File: config.mk
export PLATFORM = sky130hd
export DESIGN_NAME = eprisc_bus_bridge
export DESIGN_NICKNAME = d
export VERILOG_FILES = /design/src/rtl/eprisc_bus_bridge.sv
export SDC_FILE = /design/constraint.sdc
export NUM_CORES = 1
export LEC_CHECK = 0
export BUFFER_PORTS_ARGS = -buffer_cell sky130_fd_sc_hd__buf_2
export CAP_MARGIN = 20
export CORE_UTILIZATION = 45
export DETAILED_ROUTE_END_ITERATION = 7
export GPL_TIMING_DRIVEN = 1
export PLACE_DENSITY = 0.77
export SYNTH_ARGS = -nofsm -noshare
export SYNTH_HDL_FRONTEND = slang
export SYNTH_SLANG_ARGS = --single-unit
File: constraint.sdc
create_clock -name iClk -period 2.55 [get_ports iClk]
set_clock_uncertainty 0.15 [all_clocks]
set_input_delay 0.1275 -clock iClk [delete_from_list [all_inputs] [get_ports iClk]]
set_output_delay 0.1275 -clock iClk [all_outputs]
set_load 0.1 [all_outputs]
File: src/rtl/eprisc_bus_bridge.sv
// Byte-serial host command bridge: collects a command frame, runs one device access, returns status + read data.
// Latency: last command strobe -> device enable next cycle; device ready -> oReady after the following edge.
// Backpressure: host paces bytes with iByteStrobe; a slow device stalls via iDevReady up to TIMEOUT cycles.
//
// Ports:
//   iClk, iRst          clock, synchronous active-high reset
//   iSelect             frame enable; dropping it aborts the frame and returns to idle
//   iByteStrobe, iMOSI  one-cycle qualified host byte
//   oMISO, oReady       response byte and response-phase flag
//   oInterrupt          OR of the sticky pending interrupt register
//   oDevAddr/WData/Write/Enable   access request to the selected device window
//   iDevRData, iDevReady, iDevIrq per-device read data, completion and interrupt lines
module eprisc_bus_bridge #(
  parameter int ADDR_W        = 15,
  parameter int WDATA_W       = 16,
  parameter int DATA_BYTES    = 4,
  parameter int NUM_DEV       = 4,
  parameter int DEV_SPAN_LOG2 = 8,
  parameter int TIMEOUT       = 255
) (
  input  logic                           iClk,
  input  logic                           iRst,
  input  logic                           iSelect,
  input  logic                           iByteStrobe,
  input  logic [7:0]                     iMOSI,
  output logic [7:0]                     oMISO,
  output logic                           oReady,
  output logic                           oInterrupt,
  output logic [ADDR_W-1:0]              oDevAddr,
  output logic [WDATA_W-1:0]             oDevWData,
  output logic                           oDevWrite,
  output logic [NUM_DEV-1:0]             oDevEnable,
  input  logic [NUM_DEV*8*DATA_BYTES-1:0] iDevRData,
  input  logic [NUM_DEV-1:0]             iDevReady,
  input  logic [NUM_DEV-1:0]             iDevIrq
);

  localparam int CMD_W     = 1 + ADDR_W + WDATA_W;
  localparam int CMD_BYTES = CMD_W / 8;
  localparam int RD_W      = 8 * DATA_BYTES;
  localparam int MAXB      = (CMD_BYTES > DATA_BYTES + 1) ? CMD_BYTES : DATA_BYTES + 1;
  localparam int IDX_W     = $clog2(MAXB + 1);

  localparam logic [2:0] ST_IDLE   = 3'd0;
  localparam logic [2:0] ST_CMD    = 3'd1;
  localparam logic [2:0] ST_ACCESS = 3'd2;
  localparam logic [2:0] ST_RESP   = 3'd3;
  localparam logic [2:0] ST_DONE   = 3'd4;

  logic [2:0]         state;
  logic [IDX_W-1:0]   byteIdx;
  logic [15:0]        toutCnt;
  logic [CMD_W-1:0]   cmdReg;
  logic [7:0]         status;
  logic [RD_W-1:0]    rdData;
  logic [NUM_DEV-1:0] pending;

  logic               cmdWrite;
  logic [ADDR_W-1:0]  cmdAddr;
  logic [WDATA_W-1:0] cmdWData;
  logic [ADDR_W-1:0]  devIdxFull;
  logic               isPendAddr;
  logic [NUM_DEV-1:0] devOneHot;
  logic               devHit;
  logic               accessDev;
  logic [RD_W-1:0]    selRData;
  logic               selReady;
  logic [NUM_DEV-1:0] pendClr;
  logic [NUM_DEV-1:0] pendingNext;
  logic [7:0]         respByte;

  assign cmdWrite   = cmdReg[CMD_W-1];
  assign cmdAddr    = cmdReg[CMD_W-2 -: ADDR_W];
  assign cmdWData   = cmdReg[WDATA_W-1:0];
  assign devIdxFull = cmdAddr >> DEV_SPAN_LOG2;
  assign isPendAddr = &cmdAddr;

  // One-hot decode only produces bits for existing windows, so an empty
  // vector doubles as the "index out of range" indication.
  always_comb begin
    devOneHot = '0;
    selRData  = '0;
    for (int k = 0; k < NUM_DEV; k++) begin
      devOneHot[k] = (devIdxFull == ADDR_W'(k));
      if (devIdxFull == ADDR_W'(k)) begin
        selRData = iDevRData[k*RD_W +: RD_W];
      end
    end
  end

  assign devHit    = !isPendAddr && (|devOneHot);
  assign accessDev = (state == ST_ACCESS) && devHit;
  assign selReady  = |(iDevReady & devOneHot);

  assign oDevEnable = accessDev ? devOneHot : '0;
  assign oDevAddr   = accessDev ? cmdAddr   : '0;
  assign oDevWData  = accessDev ? cmdWData  : '0;
  assign oDevWrite  = accessDev && cmdWrite;

  // Pending-register access clears in its single ACCESS cycle; new interrupts
  // are OR-ed in after the clear so a simultaneous set survives.
  always_comb begin
    pendClr = '0;
    if ((state == ST_ACCESS) && iSelect && isPendAddr) begin
      pendClr = cmdWrite ? NUM_DEV'(cmdWData) : '1;
    end
    pendingNext = (pending & ~pendClr) | iDevIrq;
  end

  // Response byte 0 is status, bytes 1..DATA_BYTES are read data LSB-first.
  always_comb begin
    respByte = '0;
    if (byteIdx == '0) begin
      respByte = status;
    end
    for (int b = 0; b < DATA_BYTES; b++) begin
      if (byteIdx == IDX_W'(b + 1)) begin
        respByte = rdData[b*8 +: 8];
      end
    end
  end

  assign oReady = (state == ST_RESP);
  assign oMISO  = (state == ST_RESP) ? respByte : 8'h00;

  always_ff @(posedge iClk) begin
    if (iRst) begin
      state      <= ST_IDLE;
      byteIdx    <= '0;
      toutCnt    <= '0;
      cmdReg     <= '0;
      status     <= '0;
      rdData     <= '0;
      pending    <= '0;
      oInterrupt <= 1'b0;
    end else begin
      pending    <= pendingNext;
      oInterrupt <= |pendingNext;

      if (!iSelect) begin
        state   <= ST_IDLE;
        byteIdx <= '0;
        toutCnt <= '0;
        status  <= '0;
      end else begin
        case (state)
          // A strobe arriving with the select edge is already byte 0.
          ST_IDLE, ST_CMD: begin
            state <= ST_CMD;
            if (iByteStrobe) begin
              for (int b = 0; b < CMD_BYTES; b++) begin
                if (byteIdx == IDX_W'(b)) begin
                  cmdReg[b*8 +: 8] <= iMOSI;
                end
              end
              if (byteIdx == IDX_W'(CMD_BYTES - 1)) begin
                state   <= ST_ACCESS;
                byteIdx <= '0;
                toutCnt <= '0;
              end else begin
                byteIdx <= byteIdx + 1'b1;
              end
            end
          end

          ST_ACCESS: begin
            if (isPendAddr) begin
              status  <= 8'h01;
              rdData  <= cmdWrite ? '0 : RD_W'(pending);
              state   <= ST_RESP;
              byteIdx <= '0;
            end else if (!devHit) begin
              status  <= 8'h04;
              rdData  <= '0;
              state   <= ST_RESP;
              byteIdx <= '0;
            end else if (selReady) begin
              status  <= 8'h01;
              rdData  <= cmdWrite ? '0 : selRData;
              state   <= ST_RESP;
              byteIdx <= '0;
            end else if (toutCnt == 16'(TIMEOUT - 1)) begin
              status  <= 8'h02;
              rdData  <= '0;
              state   <= ST_RESP;
              byteIdx <= '0;
            end else begin
              toutCnt <= toutCnt + 16'd1;
            end
          end

          ST_RESP: begin
            if (iByteStrobe) begin
              if (byteIdx == IDX_W'(DATA_BYTES)) begin
                state <= ST_DONE;
              end else begin
                byteIdx <= byteIdx + 1'b1;
              end
            end
          end

          ST_DONE: begin
            state <= ST_DONE;
          end

          default: begin
            state <= ST_IDLE;
          end
        endcase
      end
    end
  end

endmodule

; ---- Word-level counts from Yosys, hierarchy flattened
; Cells that the tools add are included.
[totals]
ff_bits = 99
in_bits = 148
output_inout_bits = 46
[op_classes]
n_addsub = 2
eq_ne = 23
mux = 50
bitwise_logic = 5
reduce_logical = 26
[ops]
columns = cell, count
row1 = 32-bit two-way mux, 9
row2 = 16-bit two-way mux, 7
row3 = 8-bit two-way mux, 10
row4 = 3-bit two-way mux, 14
row5 = 16-bit one-hot mux with 2 select lines, 1
row6 = 16-bit by 1-bit adder with 16-bit output (second input constant), 1
row7 = 16-bit by 8-bit == test with 1-bit output (second input constant), 1
row8 = 4-bit two-way mux, 4
row9 = 2-bit inequality test (second input constant), 8
row10 = 4-bit AND reduction, 4
row11 = 15-bit zero test, 1
row12 = 15-bit two-way mux, 1
row13 = 15-bit AND reduction, 1
row14 = 7-bit by 2-bit == test with 1-bit output (second input constant), 2
row15 = 3-bit by 2-bit == test with 1-bit output (second input constant), 4
row16 = 3-bit one-hot mux with 4 select lines, 1
row17 = 4-bit OR reduction, 3
row18 = 3-bit one-hot mux with 3 select lines, 1
row19 = 4-bit bitwise AND, 2
row20 = 7-bit by 1-bit == test with 1-bit output (second input constant), 1
row21 = 7-bit AND reduction, 1
row22 = 3-bit by 1-bit == test with 1-bit output (second input constant), 2
row23 = 3-bit == test (second input constant), 2
row24 = 3-bit zero test, 2
row25 = other kinds (16), 23

; ---- Logic depth before layout (Yosys ltp)
; Gate-level depths: netlist (run 1).
[logic_depth]
word_depth = 9
depth_mapped = 9
mapped_depth_nobuf = 7

; ---- Least setup slack after synthesis (run 1)
; OpenSTA, ideal clock, no wires.
[synth_timing]
kind = register to output
from = register state[1]
to = output port oMISO[0]
arrival_ns = 4.658
setup_slack_ns = -2.386
path_stages_with_launch = 6
n_path_buf = 1
path_cell_list = dfxtp_1 > clkbuf_1 > nand2_1 > nor2_1 > nand2_1 > o21ai_0
[synth_between]
elab_chain_cells = 2
[synth_lines]
columns = element, line_no
row1 = start: declaration, 50  ; logic [2:0] state;
row2 = start signal: assignment, 128  ; state <= ST_IDLE;
row3 = start signal: assignment, 141  ; state <= ST_IDLE;
row4 = start signal: assignment, 149  ; state <= ST_CMD;
row5 = 3-bit by 2-bit == test with 1-bit output, --
row6 = named net oReady, 27  ; output logic oReady,
row7 = 8-bit two-way mux, 124  ; assign oMISO = (state == ST_RESP) ? respByte : 8'h00;
row8 = end: declaration, 26  ; output logic [7:0] oMISO,
; The timed path passes the listed nets, and every way through them passes these cells.

; ---- Worst setup path in the final report (run 1)
[layout_timing]
from = register byteIdx[0]
to = output port oMISO[2]
[layout_between]
elab_chain_cells = 7
elab_cells_between_ends = 11
[layout_lines]
columns = element, line_no
row1 = start: declaration, 51  ; logic [IDX_W-1:0] byteIdx;
row2 = start signal: assignment, 161  ; byteIdx <= byteIdx + 1'b1;
row3 = start signal: assignment, 197  ; byteIdx <= byteIdx + 1'b1;
row4 = 3-bit zero test, 113  ; if (byteIdx == '0) begin
row5 = 8-bit two-way mux, 113
row6 = 8-bit two-way mux (3 in series), 117  ; if (byteIdx == IDX_W'(b + 1)) begin
row7 = 8-bit two-way mux *, 117
row8 = 8-bit two-way mux *, 124
; Mark *: on every way between the ends. The rest lies on a longest branch, timed or not.

==> metrics.yaml, run 1 <==
worst_skew_pair.late_latency_ps: 350
ys_seq_elements: 94
fmaxAchievable_ghz: 0.412
drive_above_1_share_pct: 35.5
drt_iter0_drc: 561
fillerInstances: 901
synth-edff-count: 0
worst-slew-pin-transition_ps: 580
rrSetupSlack_ps: 130
ys_types: 53
cp_data_arrival_time_ps: 2150
yosys.cell_count.top_type: "dfxtp_1"
multi_input_area_um2: 3420
r2r_cells: 5
cts_max_level: 3
netlist.area_leader.share_pct: 35.2
dieHeight_um: 111
firstDrtPassIters: 8
start_util_pct: 46.4
r2r_start: "cmdReg[24]"
dpl_cell_area_um2: 7200
num_rows: 39
globalplace.congestion: 0.902
path_cells: "inv_1, ha_1, and3b_1, a21oi_1, o21ai_0, a22oi_1, o21ai_4, buf_12"
end_kind: "primary output"
drtAntennaViolNets: 0
cts_root_buffer: "clkbuf_16"
io_pins: 194
vdd_drop_max_mv: 0.318
die_x_um: 111
crit_path_max_fanout: 6
power.density_nw_per_um2: 418
violations: "design-rule violations"
postCtsSetupRepairBufs: 0
crit_type: "flip-flop to primary output"
synth_commonest_cells: "dfxtp_1, nand2_1, o21ai_0, a21oi_1, nand3_1"
synth_area_leaders: "dfxtp_1, mux4_2, nand2_1, o21ai_0, a21oi_1"
setup_violations: 0
slew_headroom_pct: 61.3
ys.flop_type: "dfxtp_1"
cp_slowest_cell: "dfxtp_1"
p_leak_nw: 2.92
grt_pass1_vias: 5780
vias_per_cell: 5.91
hp-class: "input port to flip-flop"
num_vias: 5790
synth_top_cell_by_area: "dfxtp_1"
syn_avg_cell_area_um2: 8.38
synthesis.instances: 638
critPathRequiredTime_ps: 2270
critPathMaxStageDelay_ps: 390
fin_crit_sh_pct: 95.1
numCtsBuffers: 9
wl_um: 17400
total_power_mw: 3.21
dpl.hpwl_um: 13100
grt_use_total_pct: 28.7
dieArea_um2: 12300
wl_per_cell_um: 17.8
hold_viol: 0
core_area_um2: 11500
max-clock-path-buffers: 2
fin_crit_ps: 2430
grt_max_degree: 54
fin_area_um2: 7690
nets: 988
startpoint_type: "flip-flop"
cts_tree: "done"
synth.yosys.seq_area_share_pct: 35.2
maxSlewViolCount: 0
regArea_um2: 1880
area_growth_pct: 43.7
gr-total-overflow: 0
worstHoldStart: "iDevRData[6]"
antenna_found_initial: 1
port_buffers: 188
path_clk_slew_ps: 70
grt_pass1_wl_um: 28200
hold_depth: 3
clock-sinks: 94
yosys_warnings: 0
ys_async_sr_fraction_pct: 0
rsz0062_at_grt: "yes"
worstReg2RegEnd: "toutCnt[5]"
outcome: "finished, violations left"
max_cap_viol_count: 0
min_delay_worst_endpoint: "rdData[6]"
diodes: 0
syn_area_um2: 5350
drt_drc_violations_left: 10
==> cells by family after synthesis <==
family / Yosys count / synth area share (%)
buf+inv: 60 / 4.70
fa+ha+maj: 8 / 1.87
mux: 22 / 8.56
flops: 94 / 35.2
xor+xnor: 5 / 0.819
simple gates: 273 / 27.4
compound gates: 175 / 21.4
other cells: 1 / 0.0701
==> report_power, final <==
| group | leakage, nW | internal [mW] | switching, mW |
|---|---|---|---|
| Clock | 0.145 | 0.696 | 0.668 |
| Sequential | 0.761 | 1.48 | 0.0142 |
| Combinational | 2.01 | 0.163 | 0.188 |
==> worst max-delay path by stage <==
stage | from | to | cells after the start
2_1_floorplan | state[1] | oDevWData[4] | 7
3_3_place_gp | toutCnt[0] | rdData[28] | 7
6_report | byteIdx[0] | oMISO[2] | 8
5_1_grt | state[1] | oDevAddr[1] | 7
4_1_cts | cmdReg[29] | oDevAddr[1] | 7
3_5_place_dp | toutCnt[0] | rdData[5] | 7
==> layer usage <==
metal | part of all wire, % | vias to the layer above | global-route usage, % | wire, um
met5 | 0 | - | 2.50 | 0
met4 | 2.7 | 0 | 11.4 | 463
met3 | 7.4 | 39 | 6.07 | 1280
met2 | 49 | 246 | 48.3 | 8490
met1 | 41 | 2752 | 35.7 | 7160
li1 | - | 2753 | - | -
==> cell usage in the layout, fill, tap and decap left out, types with 4 or more instances in the layout <==
cell and count:
nor3b_1 14, a32o_1 12, o21ai_4 8, buf_12 38, nand3_1 41, buf_2 150
a211oi_1 5, nand2b_1 7, a22oi_1 13, conb_1 5, o22a_1 12, and3_1 5
inv_1 9, dfxtp_1 92, o21ai_0 42, ha_1 6, nor2b_1 8, a21oi_1 49
buf_4 24, nor3_1 7, nand4_1 11, clkbuf_16 9, xnor2_1 5, nor2_1 28
or3_1 6, nor4_1 8, nor4b_1 4, a22o_1 16, and2_1 10, dlygate4sd3_1 17
or4_1 4, nand2_1 73, mux4_2 19, and2_2 18, and4_1 5
==> flip-flops by register name, indices dropped and copies added (netlist names) <==
register	count
oInterrupt	1
status	3
pending	4
state	3
byteIdx	3
toutCnt	16
cmdReg	32
rdData	32
==> timing repair <==
action                     4_1_cts  5_1_grt
hold buffers                    17        0
resized for setup                2        4
hold endpoints to repair        42        0
pin swaps                        0        0
setup endpoints to repair        1       51
==> worst max-delay path: cells and delay by family (launching register included) <==
kind / cells / cell delay, ps
buffers and inverters: 2 / 280
adders and majority gates: 1 / 310
DFF: 1 / 390
AOI/OAI and AO/OA: 4 / 620
and+or+nand+nor: 1 / 210
==> metrics by stage <==
stage	setup slack, ps	hold slack (ps)	util [%]	std cells	TNS (ps)
2_1_floorplan	0.00622	106	-	642	0
3_3_place_gp	234	218	62.5	947	0
3_5_place_dp	169	246	62.5	947	0
4_1_cts	13.1	3.21	66.6	980	0
5_1_grt	-12.2	18.4	66.7	980	-12.2
6_report	125	7.22	66.7	980	0
==> cell type report <==
| type | count | share of cell area (%) |
|---|---|---|
| Clock buffer | 9 | 2.93 |
| Clock inverter | 7 | 0.977 |
| Inverter | 9 | 0.440 |
| Multi-Input combinational cell | 488 | 44.4 |
| Sequential cell | 94 | 24.5 |
| Tap cell | 143 | 2.33 |
| Timing Repair Buffer | 230 | 24.4 |
(Power assumes the default switching activity.)
==> run 2, diff against run 1 <==
clock period = 2.2 ns   (was 2.55 ns; I/O delays follow)
==> metrics.yaml, run 2 (synthesized netlist as in run 1, its figures left out) <==
worst_skew_pair.late_latency_ps: 360
start_util_pct: 46.4
max-clock-path-buffers: 2
cp_slowest_cell: "mux4_2"
grt_util_met1_pct: 39.2
grt_use_total_pct: 31.2
setup_tns_ps: -714
path_cells: "mux4_2, and3_4, o31a_1, or4_1, a21oi_1"
diodes: 0
path_clk_slew_ps: 70
fin_ws_ps: -80.9
grt_pass1_wl_um: 30600
core_area_um2: 11500
io_pins: 194
p_leak_nw: 3.23
worstReg2RegEnd: "toutCnt[5]"
area_growth_pct: 58.2
hold_depth: 3
dpl.hpwl_um: 13500
grt_max_degree: 42
dpl_cell_area_um2: 7440
setup_violations: 24
startpoint: "cmdReg[24]"
cts_tree: "done"
fin_area_um2: 8460
end_kind: "flip-flop"
num_rows: 39
firstDrtPassIters: 8
wl_um: 20100
crit_path_max_fanout: 6
grt_pass1_vias: 6101
whs_ps: 11.9
globalplace.congestion: 0.921
cts_root_buffer: "clkbuf_16"
fmaxAchievable_ghz: 0.438
dieHeight_um: 111
crit_type: "flip-flop to flip-flop"
rrSetupSlack_ps: -80
layout_common_cells: "buf_2, dfxtp_1, nand2_1"
drt_drc_violations_left: 19
r2r_start: "cmdReg[24]"
power.density_nw_per_um2: 466
r2r_cells: 5
fin_crit_sh_pct: 104
vias_per_cell: 6.09
drive_above_1_share_pct: 43.2
critPathRequiredTime_ps: 2330
wl_per_cell_um: 19.6
nets: 1032
fillerInstances: 782
busiest_layer: "met2"
clock-sinks: 94
drtAntennaViolNets: 0
startpoint_type: "flip-flop"
use_met2_pct: 52.5
hp-class: "input port to flip-flop"
use_met3_pct: 6.29
total_power_mw: 3.94
maxSlewViolCount: 0
die_x_um: 111
fin_crit_ps: 2280
vdd_drop_max_mv: 0.382
numCtsBuffers: 9
final_common_cell: "buf_2"
antenna_found_initial: 1
endpoint: "toutCnt[5]"
outcome: "finished, violations left"
drt_iter0_drc: 688
violations: "design-rule violations, negative setup slack"
num_vias: 6234
cts_max_level: 3
dieArea_um2: 12300
top_regs: "cmdReg x32, rdData x32, toutCnt x16"
max_cap_viol_count: 0
gr-total-overflow: 0
critPathMaxStageDelay_ps: 530
hold_viol: 0
port_buffers: 188
rsz0062_at_grt: "yes"
cp_data_arrival_time_ps: 2410
[run 2: cell count changes in the layout (fill, tap and decap cells not counted), sizes merged]
cell | before | now
inv | 13 | 12
buf | 213 | 245
dlygate4sd3 | 17 | 26
clkinvlp | 1 | 2
bufinv | 0 | 2
clkbuf | 9 | 12
clkinv | 2 | 0
[run 2: layer usage]
metal | vias to the layer above | share of wire, % | wire length [um]
li1 | 2836 | - | -
met1 | 2977 | 38 | 7670
met2 | 366 | 50 | 9980
met3 | 55 | 8.7 | 1750
met4 | 0 | 3.3 | 660
met5 | - | 0 | 0
[run 2: layout make-up]
cell class / count / area (um2) / share of cell area (%)
Clock buffer: 9 / 225 / 2.66
Clock inverter: 7 / 104 / 1.23
Inverter: 9 / 38.8 / 0.459
Multi-Input combinational cell: 488 / 3660 / 43.3
Sequential cell: 94 / 1900 / 22.5
Tap cell: 143 / 179 / 2.12
Timing Repair Buffer: 274 / 2350 / 27.8
[run 2: critical path, delay by kind of cell (launching register included)]
family / cells / cell delay, ps
AO/OA/AOI/OAI: 2 / 460
multiplexers: 1 / 530
AND/OR/NAND/NOR: 2 / 730
flip-flops: 1 / 340
[run 2: metrics by stage]
| stage | setup WS [ps] | cells | utilization [%] |
|---|---|---|---|
| global route | -178 | 1024 | 73.4 |
| global placement | -13.1 | 965 | 64.6 |
| detailed placement | -102 | 965 | 64.6 |
| CTS | -37.3 | 1010 | 70.9 |
| finish | -80.9 | 1024 | 73.4 |
| floorplan | -102 | 642 | - |
[run 2: what timing repair did]
item | 4_1_cts | 5_1_grt
endpoints found under the hold margin | 47 | 0
resized for setup | 34 | 56
hold buffers | 26 | 0
pin swaps | 5 | 26
endpoints found under the setup margin | 73 | 53
setup buffers | 3 | 12
gates cloned | 0 | 2
[run 2: report_power, final]
part           total [mW]  internal (mW)  switching [mW]
Combinational       0.463          0.224           0.238
Sequential           1.74           1.72          0.0192
Clock                1.75           1.01           0.733
Total                3.94           2.95           0.991
[run 2: worst min-delay path by stage]
stage | start | slack (ps) | endpoint
floorplan | iDevIrq[1] | 90 | pending[1]
global placement | iDevIrq[1] | 210 | pending[1]
detailed placement | iDevIrq[0] | 240 | pending[0]
CTS | iDevRData[8] | 2 | rdData[8]
global route | iDevRData[16] | 4 | rdData[16]
finish | iDevRData[21] | 10 | rdData[21]
==> run 3, diff against run 2 <==
BUFFER_PORTS_ARGS = not set   (was -buffer_cell sky130_fd_sc_hd__buf_2)
CORE_MARGIN = 1.5   (was not set)
CORE_UTILIZATION = 58   (was 45)
DONT_BUFFER_PORTS = 1   (was not set)
PLACE_DENSITY = 0.76   (was 0.77)
==> metrics.yaml, run 3 <==
outcome: "did not finish"
stop_stage: "global routing (5_1_grt)"
error: "[ERROR GRT-0116] Global routing finished with congestion. Check the congestion regions in the DRC Viewer."
grt_use_total_pct: 70.7
synth-edff-count: 0
ys_seq_elements: 94
cts_root_buffer: "clkbuf_8"
die_x_um: 99.0
start_util_pct: 60.4
gr-total-overflow: 6
globalplace.congestion: 0.921
yosys_warnings: 0
ys.flop_type: "dfxtp_1"
cts_max_level: 3
syn_avg_cell_area_um2: 8.38
grt_pass1_vias: 8559
numCtsBuffers: 9
grt_max_degree: 44
dpl.hpwl_um: 12600
io_pins: 194
synth.yosys.seq_area_share_pct: 35.2
clock-sinks: 94
placed_cells: 784
synthesis.instances: 638
pre_cts_slack_ps: -93.1
port_buffers: 0
ys_types: 53
synth_commonest_cells: "dfxtp_1, nand2_1, o21ai_0, a21oi_1, nand3_1"
grt_pass1_wl_um: 51900
netlist.area_leader.share_pct: 35.2
synth_top_cell_by_area: "dfxtp_1"
ys_async_sr_fraction_pct: 0
max-clock-path-buffers: 2
synth_area_leaders: "dfxtp_1, mux4_2, nand2_1, o21ai_0, a21oi_1"
dieHeight_um: 99.0
num_rows: 34
syn_area_um2: 5350
yosys.cell_count.top_type: "dfxtp_1"
-- run 3: per-stage QoR --
| step | cell area (um2) | TNS (ps) |
|---|---|---|
| detailed placement | 6620 | -1710 |
| floorplan | 5600 | -934 |
| global placement | 6620 | -232 |
| CTS | 8400 | -162 |
-- run 3: cell families after synthesis --
family | after synthesis | share of synthesized area [%]
AOI/OAI and AO/OA | 175 | 21.4
adders and majority gates | 8 | 1.87
and+or+nand+nor | 273 | 27.4
other | 1 | 0.0701
buffers and inverters | 60 | 4.70
xor gates and xnor gates | 5 | 0.819
muxes | 22 | 8.56
DFF | 94 | 35.2
-- run 3: timing repair --
action / in CTS
pin swaps: 7
setup endpoints to repair: 69
buffers inserted: 17
gates cloned: 2
hold buffers: 124
gates resized for setup: 43
endpoints found under the hold margin: 80
-- run 3: metal layers --
layer	track usage, %	overflow
met1	67.6	0
met2	92.8	4
met3	51.7	0
met4	73.6	2
met5	15.9	0
==> run 4, diff against run 3 <==
CORE_UTILIZATION = 40   (was 58)
PLACE_DENSITY = not set   (was 0.76)
PLACE_DENSITY_LB_ADDON = 0.15   (was not set)
clock period = 2.85 ns   (was 2.2 ns; I/O delays follow)
==> metrics.yaml, run 4 (synthesized netlist as in run 1, its figures left out) <==
hp-class: "input port to flip-flop"
drtAntennaViolNets: 0
critPathRequiredTime_ps: 2560
wl_per_cell_um: 19.0
area_growth_pct: 39.4
outcome: "finished, final reports clean"
antenna_found_initial: 1
dpl.hpwl_um: 11700
firstDrtPassIters: 5
io_pins: 194
path_clk_slew_ps: 60
regArea_um2: 1880
diodes: 0
final_common_cell: "dfxtp_1"
grt_use_total_pct: 24.7
p_leak_nw: 2.51
grt_pass1_wl_um: 27400
grt_max_degree: 55
critPathMaxStageDelay_ps: 360
top_regs: "cmdReg x32, rdData x32, toutCnt x16"
path_cells: "nor2_1, nand2_1, buf_4, nor2_1, buf_4, and2_2, nor2b_4, buf_12"
total_power_mw: 2.87
endpoint: "oDevEnable[2]"
crit_path_max_fanout: 28
cts_max_level: 3
fin_util_pct: 56.7
fin_crit_ps: 2620
num_vias: 5365
rsz0062_at_grt: "no"
r2r_cells: 7
die_x_um: 119
max-clock-path-buffers: 2
numCtsBuffers: 9
clock-sinks: 94
r2r_start: "byteIdx[1]"
globalplace.congestion: 0.863
max_cap_viol_count: 0
num_rows: 42
worst-slew-pin-transition_ps: 957
dieArea_um2: 14100
start_util_pct: 40.7
rrSetupSlack_ps: 280
worst_skew_pair.late_latency_ps: 350
startpoint: "cmdReg[29]"
end_kind: "primary output"
grt_pass1_vias: 5270
dieHeight_um: 119
layout_common_cells: "dfxtp_1, dlygate4sd3_1, nand2_1"
multi_input_area_um2: 3370
maxSlewViolCount: 0
cp_data_arrival_time_ps: 2330
drt_drc_violations_left: 0
startpoint_type: "flip-flop"
setup_tns_ps: 0
cts_tree: "done"
worstReg2RegEnd: "cmdReg[25]"
fmaxAchievable_ghz: 0.382
port_buffers: 0
gr-total-overflow: 0
wl_um: 17400
drt_iter0_drc: 348
power.density_nw_per_um2: 385
core_area_um2: 13100
setup_violations: 0
slew_headroom_pct: 36.1
vdd_drop_max_mv: 0.316
drive_above_1_share_pct: 16.0
fin_crit_sh_pct: 91.9
cts_root_buffer: "clkbuf_16"
hold_viol: 0
nets: 889
crit_type: "flip-flop to primary output"
cp_slowest_cell: "dfxtp_1"
fillerInstances: 1187
vias_per_cell: 5.87
==> run 4: worst min path at each step <==
stage	slack (ps)	from	to	cells after the start
2_1_floorplan	120	iDevIrq[1]	pending[1]	2
3_3_place_gp	70	iRst	cmdReg[25]	1
3_5_place_dp	70	iRst	cmdReg[24]	1
4_1_cts	0.4	iDevRData[117]	rdData[21]	3
5_1_grt	10	iDevRData[15]	rdData[15]	2
6_report	9	iDevRData[30]	rdData[30]	2
==> run 4: final cells by class <==
cell class	count	area share [%]
clock buffers	14	3.68
clock inverters	2	0.520
inverters	9	0.453
multi-input cells	488	45.2
flip-flops and latches	94	25.3
well taps	176	2.95
repair buffers	131	21.9
==> run 4: power breakdown <==
group          switching, mW  leakage, nW  internal (mW)
Combinational          0.137         1.60          0.123
Clock                  0.511        0.153          0.755
Sequential            0.0184        0.761           1.33
Total                  0.667         2.51           2.20
==> run 4: critical path: cells and delay by family, from the launching register on <==
kind	cells	cell delay, ps
buffers and inverters	3	670
DFF	1	360
and+or+nand+nor	5	930
==> run 4: layer usage <==
| layer | vias up | global-route usage [%] | routed length [um] |
|---|---|---|---|
| met3 | 38 | 7.19 | 1160 |
| met5 | - | 0 | 10 |
| met1 | 2574 | 32.3 | 7580 |
| met4 | 2 | 9.19 | 478 |
| li1 | 2555 | - | - |
| met2 | 196 | 38.6 | 8160 |
==> run 4: what timing repair did <==
item / in CTS / in global routing
setup endpoints to repair: 0 / 4
endpoints found under the hold margin: 71 / 1
buffers inserted: 0 / 0
hold buffers: 74 / 2
resized for setup: 0 / 2
==> run 4: per-stage QoR <==
stage	std cells	setup WS (ps)	hold WS (ps)	cell area, um2
floorplan	642	25.2	121	5480
CTS	912	99.4	0.379	7430
global route	914	49.0	10.1	7450
finish	914	230	9.49	7450
global placement	822	468	67.2	6370
detailed placement	822	310	68.9	6370
